$ cat src/rtl/keypad_pkg.sv
// Shared constants, FSM encoding and frame helpers for the 4x4 keypad scanner.
package keypad_pkg;
    localparam int KEY_W   = 4;
    localparam int ROWS    = 4;
    localparam int COLS    = 4;
    localparam int FRAME_W = ROWS * COLS;

    typedef enum logic [1:0] {
        ST_IDLE = 2'd0,
        ST_EMIT = 2'd1,
        ST_HELD = 2'd2
    } key_state_t;

    // True when exactly one key is closed in the frame.
    function automatic logic single_key(input logic [FRAME_W-1:0] f);
        return (f != '0) && ((f & (f - FRAME_W'(1))) == '0);
    endfunction

    function automatic logic [KEY_W-1:0] key_index(input logic [FRAME_W-1:0] f);
        logic [KEY_W-1:0] idx;
        idx = '0;
        for (int i = 0; i < FRAME_W; i++) begin
            if (f[i]) idx = KEY_W'(i);
        end
        return idx;
    endfunction
endpackage

$ cat src/rtl/keypad_debounce.sv
// Frame-level debouncer: a frame is accepted once it has been seen
// DEBOUNCE_SCANS times in a row; accept re-fires on every further stable frame.
module keypad_debounce
    import keypad_pkg::*;
#(
    parameter int DEBOUNCE_SCANS = 8
) (
    input  logic               int_osc,
    input  logic               rst,
    input  logic [FRAME_W-1:0] frame,
    input  logic               frame_done,
    output logic [FRAME_W-1:0] accepted,
    output logic               accept
);
    localparam logic [3:0] CNT_MAX = 4'(DEBOUNCE_SCANS);

    logic [FRAME_W-1:0] prev_frame;
    logic [3:0]         stable_cnt;
    logic [3:0]         next_cnt;

    always_comb begin
        next_cnt = 4'd1;
        if (frame == prev_frame) begin
            next_cnt = (stable_cnt == CNT_MAX) ? CNT_MAX : stable_cnt + 4'd1;
        end
    end

    always_ff @(posedge int_osc or posedge rst) begin
        if (rst) begin
            prev_frame <= '0;
            stable_cnt <= '0;
            accepted   <= '0;
            accept     <= 1'b0;
        end else begin
            accept <= 1'b0;
            if (frame_done) begin
                prev_frame <= frame;
                stable_cnt <= next_cnt;
                if (next_cnt == CNT_MAX) begin
                    accepted <= frame;
                    accept   <= 1'b1;
                end
            end
        end
    end
endmodule

$ cat src/rtl/keypad_scanner.sv
// 4x4 matrix keypad scanner: column drive, row sampling, debounce and a
// single-entry key output with ready/valid handshake.
//
// state | meaning
// IDLE  | waiting for an accepted frame with exactly one key closed
// EMIT  | one cycle: load the key (or flag a drop if the slot is busy)
// HELD  | key reported; waiting for an all-released accepted frame
module keypad_scanner
    import keypad_pkg::*;
#(
    parameter int SCAN_DIV       = 48000,
    parameter int DEBOUNCE_SCANS = 8
) (
    input  logic             int_osc,
    input  logic             rst,
    output logic [COLS-1:0]  col_n,
    input  logic [ROWS-1:0]  row_n,
    output logic [KEY_W-1:0] key_code,
    output logic             key_valid,
    input  logic             key_ready,
    output logic             key_drop
);
    localparam int               DIV_W    = (SCAN_DIV > 1) ? $clog2(SCAN_DIV) : 1;
    localparam logic [DIV_W-1:0] DIV_LAST = DIV_W'(SCAN_DIV - 1);

    logic [ROWS-1:0]    row_meta;
    logic [ROWS-1:0]    row_sync;
    logic [DIV_W-1:0]   div_cnt;
    logic               scan_tick;
    logic [1:0]         col;
    logic [FRAME_W-1:0] frame;
    logic               frame_done;
    logic [FRAME_W-1:0] accepted;
    logic               accept;
    key_state_t         state;
    key_state_t         state_nxt;

    always_ff @(posedge int_osc or posedge rst) begin
        if (rst) begin
            row_meta <= '1;
            row_sync <= '1;
        end else begin
            row_meta <= row_n;
            row_sync <= row_meta;
        end
    end

    assign scan_tick = (div_cnt == DIV_LAST);
    assign col_n     = ~(COLS'(1) << col);

    // A column is sampled at the end of its drive period, so the rows have settled.
    always_ff @(posedge int_osc or posedge rst) begin
        if (rst) begin
            div_cnt    <= '0;
            col        <= '0;
            frame      <= '0;
            frame_done <= 1'b0;
        end else begin
            div_cnt    <= scan_tick ? '0 : div_cnt + DIV_W'(1);
            frame_done <= scan_tick && (col == 2'(COLS - 1));
            if (scan_tick) begin
                for (int r = 0; r < ROWS; r++) begin
                    frame[r*COLS + int'(col)] <= ~row_sync[r];
                end
                col <= col + 2'd1;
            end
        end
    end

    keypad_debounce #(
        .DEBOUNCE_SCANS(DEBOUNCE_SCANS)
    ) u_debounce (
        .int_osc   (int_osc),
        .rst       (rst),
        .frame     (frame),
        .frame_done(frame_done),
        .accepted  (accepted),
        .accept    (accept)
    );

    always_ff @(posedge int_osc or posedge rst) begin
        if (rst) state <= ST_IDLE;
        else     state <= state_nxt;
    end

    always_comb begin
        state_nxt = state;
        case (state)
            ST_IDLE: if (accept && single_key(accepted)) state_nxt = ST_EMIT;
            ST_EMIT: state_nxt = ST_HELD;
            ST_HELD: if (accept && (accepted == '0)) state_nxt = ST_IDLE;
            default: state_nxt = ST_IDLE;
        endcase
    end

    // A handshake in the EMIT cycle frees the slot, so the new key takes it directly.
    always_ff @(posedge int_osc or posedge rst) begin
        if (rst) begin
            key_code  <= '0;
            key_valid <= 1'b0;
            key_drop  <= 1'b0;
        end else begin
            key_drop <= 1'b0;
            if (state == ST_EMIT) begin
                if (!key_valid || key_ready) begin
                    key_code  <= key_index(accepted);
                    key_valid <= 1'b1;
                end else begin
                    key_drop <= 1'b1;
                end
            end else if (key_valid && key_ready) begin
                key_valid <= 1'b0;
            end
        end
    end
endmodule
$ cat config.mk
export PLATFORM = sky130hd
export DESIGN_NAME = keypad_scanner
export DESIGN_NICKNAME = d
export VERILOG_FILES = /design/src/rtl/keypad_pkg.sv /design/src/rtl/keypad_debounce.sv /design/src/rtl/keypad_scanner.sv
export SDC_FILE = /design/constraint.sdc
export NUM_CORES = 1
export LEC_CHECK = 0
export ABC_AREA = 1
export CAP_MARGIN = 20
export CORE_ASPECT_RATIO = 0.8
export CORE_MARGIN = 10
export CORE_UTILIZATION = 48
export DETAILED_ROUTE_END_ITERATION = 8
export DONT_BUFFER_PORTS = 1
export SLEW_MARGIN = 15
export SYNTH_ARGS = -nofsm -noshare
export SYNTH_HDL_FRONTEND = slang
export SYNTH_SLANG_ARGS = --single-unit
$ cat constraint.sdc
create_clock -name int_osc -period 6.1 [get_ports int_osc]
set_clock_uncertainty 0.1 [all_clocks]
set_input_delay 1.525 -clock int_osc [delete_from_list [all_inputs] [get_ports int_osc]]
set_output_delay 1.525 -clock int_osc [all_outputs]
set_load 0.1 [all_outputs]
---- Word-level counts from Yosys, hierarchy flattened ----
Index checks and enable logic that the tools add are counted.
storage, ports and cells
  register bits after elaboration ......... 88
  word-level logic and storage cells ...... 106
  input port bits ......................... 7
cells by class
  multiplexer cells ....................... 40
  bitwise logic cells ..................... 6
  reduce and logical (&&, ||, !) cells .... 20
  order comparisons ....................... 8
  add/sub/neg operators ................... 7
  equal/unequal tests ..................... 10
  shift-type cells ........................ 1
operators with widths
  operator                                                                count
  16-bit bitwise mux                                                      4
  4-bit 2-to-1 mux                                                        16
  16-bit logical NOT                                                      2
  16-bit by 1-bit adder with 16-bit output (second input constant)        1
  16-bit AND                                                              1
  16-bit == test                                                          1
  16-bit == test (second input constant)                                  1
  16-bit 2-to-1 mux                                                       1
  16-bit nonzero test                                                     1
  16-bit by 1-bit subtractor with 16-bit output (second input constant)   1
  1-bit demux with 4-bit select                                           3
  1-bit 2-to-1 mux                                                        12
  4-bit by 2-bit adder with 5-bit output (first input constant)           2
  5-bit by 1-bit >= comparator with 1-bit output (second input constant)  2
  5-bit < comparator (second input constant)                              2
  1-bit logical AND                                                       9
  4-bit == test (second input constant)                                   2
  2-bit AND reduction                                                     4
  2-bit case mux with 3 select lines                                      1
  2-bit by 5-bit < comparator with 1-bit output (second input constant)   1
  4-bit by 5-bit < comparator with 1-bit output (second input constant)   1
  3-bit by 2-bit adder with 4-bit output (first input constant)           1
  4-bit by 1-bit adder with 4-bit output (second input constant)          1
  2-bit == test (second input constant)                                   2
  other kinds (15)                                                        20

---- Logic depth before layout (Yosys ltp) ----
  word-level depth ........................ 15
  gate-level depth with buffers ........... 15

---- Hierarchy ----
From an unflattened synthesis, not the netlist that was laid out.
second synthesis, totals
  cells, all modules ...................... 552
  area total of the unflattened synthesis .. 4361.7 um^2
modules (own cells, without submodules)
  module           sequential area each (um^2)  area each (um^2)  instances  cells each
  keypad_scanner   1286.2                       2377.3            1          286
  keypad_debounce  925.9                        1984.4            1          266

---- Least setup slack after synthesis ----
OpenSTA, ideal clock, no wires.
  kind .................................... register -> output
  start point ............................. reg col[0]
  end point ............................... out col_n[0]
  path slack .............................. 3.225 ns
  data arrival time ....................... 1.250 ns
  cell stages (with the launch flop) ...... 4
  required time ........................... 4.475 ns
  path through ............................ dfrtp_1 -> inv_1 -> ha_1 -> inv_1
between the ends
  word-level cells in the longest chain between the ends .. 2
RTL lines
  element                                      line                  RTL
  start: declaration                           keypad_scanner.sv:30  logic [1:0] col;
  start signal: assignment                     keypad_scanner.sv:65  col <= col + 2'd1;
  1-bit by 2-bit << shifter with 4-bit output  keypad_scanner.sv:49  assign col_n = ~(COLS'(1) << col);
  4-bit NOT                                    keypad_scanner.sv:49
  end: declaration                             keypad_scanner.sv:16  output logic [COLS-1:0] col_n,
Every way passes these cells.

---- Worst setup path in the final report ----
Same ends and word-level chain as after synthesis.

==> impl_metrics.yaml <==
worst_setup_path:
  reg2reg_depth: 9
  path_max_fanout: 3
  r2r-start: "frame[14]"
  startpoint_type: "flop"
  r2r_setup_slack_ps: 3930
  crit_type: "flop to output port"
  end_kind: "output port"
  cp.arrival_ps: 1720
  regToRegEndpoint: "u_debounce.accepted[13]"
  cp.required_ps: 4470
synthesis:
  syn_area_mm2: 0.00412
  synth_nets: 468
  synth_cell_types: 40
  seq_area_frac_synth: 0.537
  yosysWarnings: 0
  ys_seq_elements: 88
  syn_inst: 454
  avgSynthCellArea_um2: 9.08
clock_network:
  htree_levels: 3
  cts_resized: 0
  cts_sinks: 88
  postCtsSetupBuffers: 0
  cts_tree: "done"
  path_clk_slew_ps: 90
  clockRootBuffer: "clkbuf_8"
  clk_latency_ps: 360
  numCtsBuffers: 9
  clock_path_buffers: 2
  holdBufCountCts: 0
outcome:
  outcome: "complete, no violations"
global_routing:
  grt_use_met2: 0.191
  first_global_vias: 2762
  antenna_found_initial: 0
  grt_pass1_wl_mm: 13.6
  grt.total_usage: 0.137
  use_met1: 0.197
  grt_start_max_net_pins: 47
  grt-busiest-layer: "met1"
  grt_overflow: 0
  met3_usage: 0.0411
worst_hold_path:
  hold_path.class: "flop to flop"
  min_path_cells: 0
  hold_end: "row_sync[3]"
  min_from: "row_meta[3]"
sta:
  maxSlewViolCount: 0
  tightestPinTransition_ps: 914
  slew_headroom: 0.391
  fin_setup_tns_ps: 0
  setup-violations-final: 0
  period_share: 0.548
  rsz0062_at_grt: "false"
  hold_viol: 0
  period_needed_ps: 3350
  fmax_mhz: 299
finish:
  multiInputGateArea_mm2: 0.00163
  antennaDiodeCount: 0
  final_nets: 474
  fin_area_mm2: 0.00439
  fillers: 816
  fin_cells: 577
  final_cell_mix: "nand2_1 (125), dfrtp_1 (80), inv_1 (53), nor2_1 (44), o21ai_0 (23)"
  syn_to_final_growth_pct: 6.56
  seq_area_mm2: 0.00221
  drive_gt1_frac: 0.127
  final_common_cell: "nand2_1"
drt:
  ant_nets: 0
  drcViolationCount: 0
  drt_first_pass_iters: 4
  routed_wl_mm: 7.75
  drt_iter0_markers: 188
  vias: 2824
  via_per_inst: 4.89
  avgRoutedWirePerCell_um: 13.4
floorplanning:
  rows: 30
  die-area_mm2: 0.0127
  coreArea_mm2: 0.00841
  start_util: 0.490
  io_pins: 17
  die_w_um: 124
  die_h_um: 103
pwr:
  p_int_uw: 752
  p_per_area_mw_per_mm2: 224
  p_total_uw: 984
  switching_share: 0.235
  p_sw_uw: 231
  power_frac_comb: 0.013
  power.leakage_uw: 0.00219
  irDropWorstVdd_uv: 124
  seqPwrFrac: 0.612
  clkPwrFrac: 0.375
place:
  portBuffers: 0
  gp_congestion: 0.821
  hpwl_mm: 5.68
  placed_area_mm2: 0.00421
  place_inst: 561
job:
  drv_cap: 0
## kinds of logic after synthesis
family | Yosys count | share of synthesized area
fa+ha+maj | 7 | 0.0213
xor+xnor | 22 | 0.0468
simple gates | 213 | 0.231
buf+inv | 63 | 0.0686
flops | 88 | 0.537
compound gates | 61 | 0.0957
## routing by layer
| metal | wire length, um | share of wire | up-vias |
|---|---|---|---|
| met3 | 401 | 0.052 | 9 |
| met4 | 97 | 0.013 | 0 |
| li1 | - | - | 1452 |
| met2 | 3130 | 0.40 | 42 |
| met1 | 4110 | 0.53 | 1321 |
| met5 | 0 | 0 | - |
## synth_stat cells
cell / number / area (um^2)
nand4_1: 7 / 43.8
nor3_1: 2 / 10.0
nor3b_2: 1 / 12.5
o21a_1: 1 / 7.51
a32o_1: 1 / 10.0
xor2_1: 11 / 96.3
nand2_2: 9 / 56.3
a21boi_0: 1 / 7.51
xnor2_1: 11 / 96.3
nand3b_4: 1 / 20.0
o221a_2: 1 / 11.3
or2_0: 1 / 6.26
nand3_1: 14 / 70.1
o2111ai_1: 1 / 8.76
buf_12: 2 / 40.0
a31oi_1: 2 / 12.5
o21ai_0: 23 / 115
nor2_2: 2 / 12.5
a21oi_1: 11 / 55.1
o22ai_1: 1 / 6.26
nor2_4: 1 / 11.3
nor3_2: 1 / 10.0
o21ai_2: 13 / 114
clkinv_4: 1 / 8.76
dfrtp_1: 80 / 2000
clkbuf_1: 4 / 15.0
dfstp_2: 8 / 210
nand3b_1: 1 / 7.51
nand4_4: 1 / 21.3
o2bb2ai_1: 1 / 8.76
nor4_4: 1 / 21.3
clkinv_2: 1 / 5.00
nor4_1: 1 / 6.26
o31ai_1: 5 / 37.5
nor3b_1: 1 / 7.51
inv_1: 54 / 203
buf_6: 1 / 11.3
nand2_1: 125 / 469
ha_1: 7 / 87.6
nor2_1: 44 / 165
## sequential cells by signal, summed over array words and instances, names as in the netlist
name                   cells
div_cnt                   16
frame                     16
u_debounce.accepted       16
u_debounce.prev_frame     16
key_code                   4
row_meta                   4
row_sync                   4
u_debounce.stable_cnt      4
col                        2
state                      2
frame_done                 1
key_drop                   1
key_valid                  1
u_debounce.accept          1
## worst max-delay path by stage
stage            from       end  slack (ps)  cells past startpoint
6_report       col[0]  col_n[0]        2750                      3
5_1_grt        col[0]  col_n[0]        2680                      3
4_1_cts        col[0]  col_n[0]        2730                      3
3_5_place_dp   col[0]  col_n[0]        3140                      3
3_3_place_gp   col[0]  col_n[0]        3180                      3
2_1_floorplan     rst    col[0]        2210                      1
## through the flow
stage	utilization	hold WS, ps	setup WS [ps]
floorplan	-	245	2210
global placement	0.501	246	3180
detailed placement	0.501	248	3140
CTS	0.522	261	2730
global route	0.522	268	2680
finish	0.522	262	2750
## worst max-delay path, cell delays in order (launching register included)
cell,delay [ps]
dfrtp_1,390
inv_1,100
ha_1,230
inv_1,640
## layout make-up
cell class / instances / share of cell area
tap: 112 / 0.0319
clock buffer: 11 / 0.0322
inverter: 56 / 0.0496
sequential: 88 / 0.504
multi-input combinational: 303 / 0.370
clock inverter: 5 / 0.00883
timing repair buffer: 2 / 0.00342
## power by group through the flow
| stage | combinational, uW | sequential [uW] | clock (uW) |
|---|---|---|---|
| final | 12.7 | 602 | 369 |
| after global routing | 15.7 | 603 | 407 |
| after CTS | 13.9 | 602 | 385 |
| after detailed placement | 13.8 | 613 | 0 |
| after global placement | 13.7 | 613 | 0 |
| after floorplan | 9.61 | 612 | 0 |
Note: power is estimated with default switching activity, not from simulation.
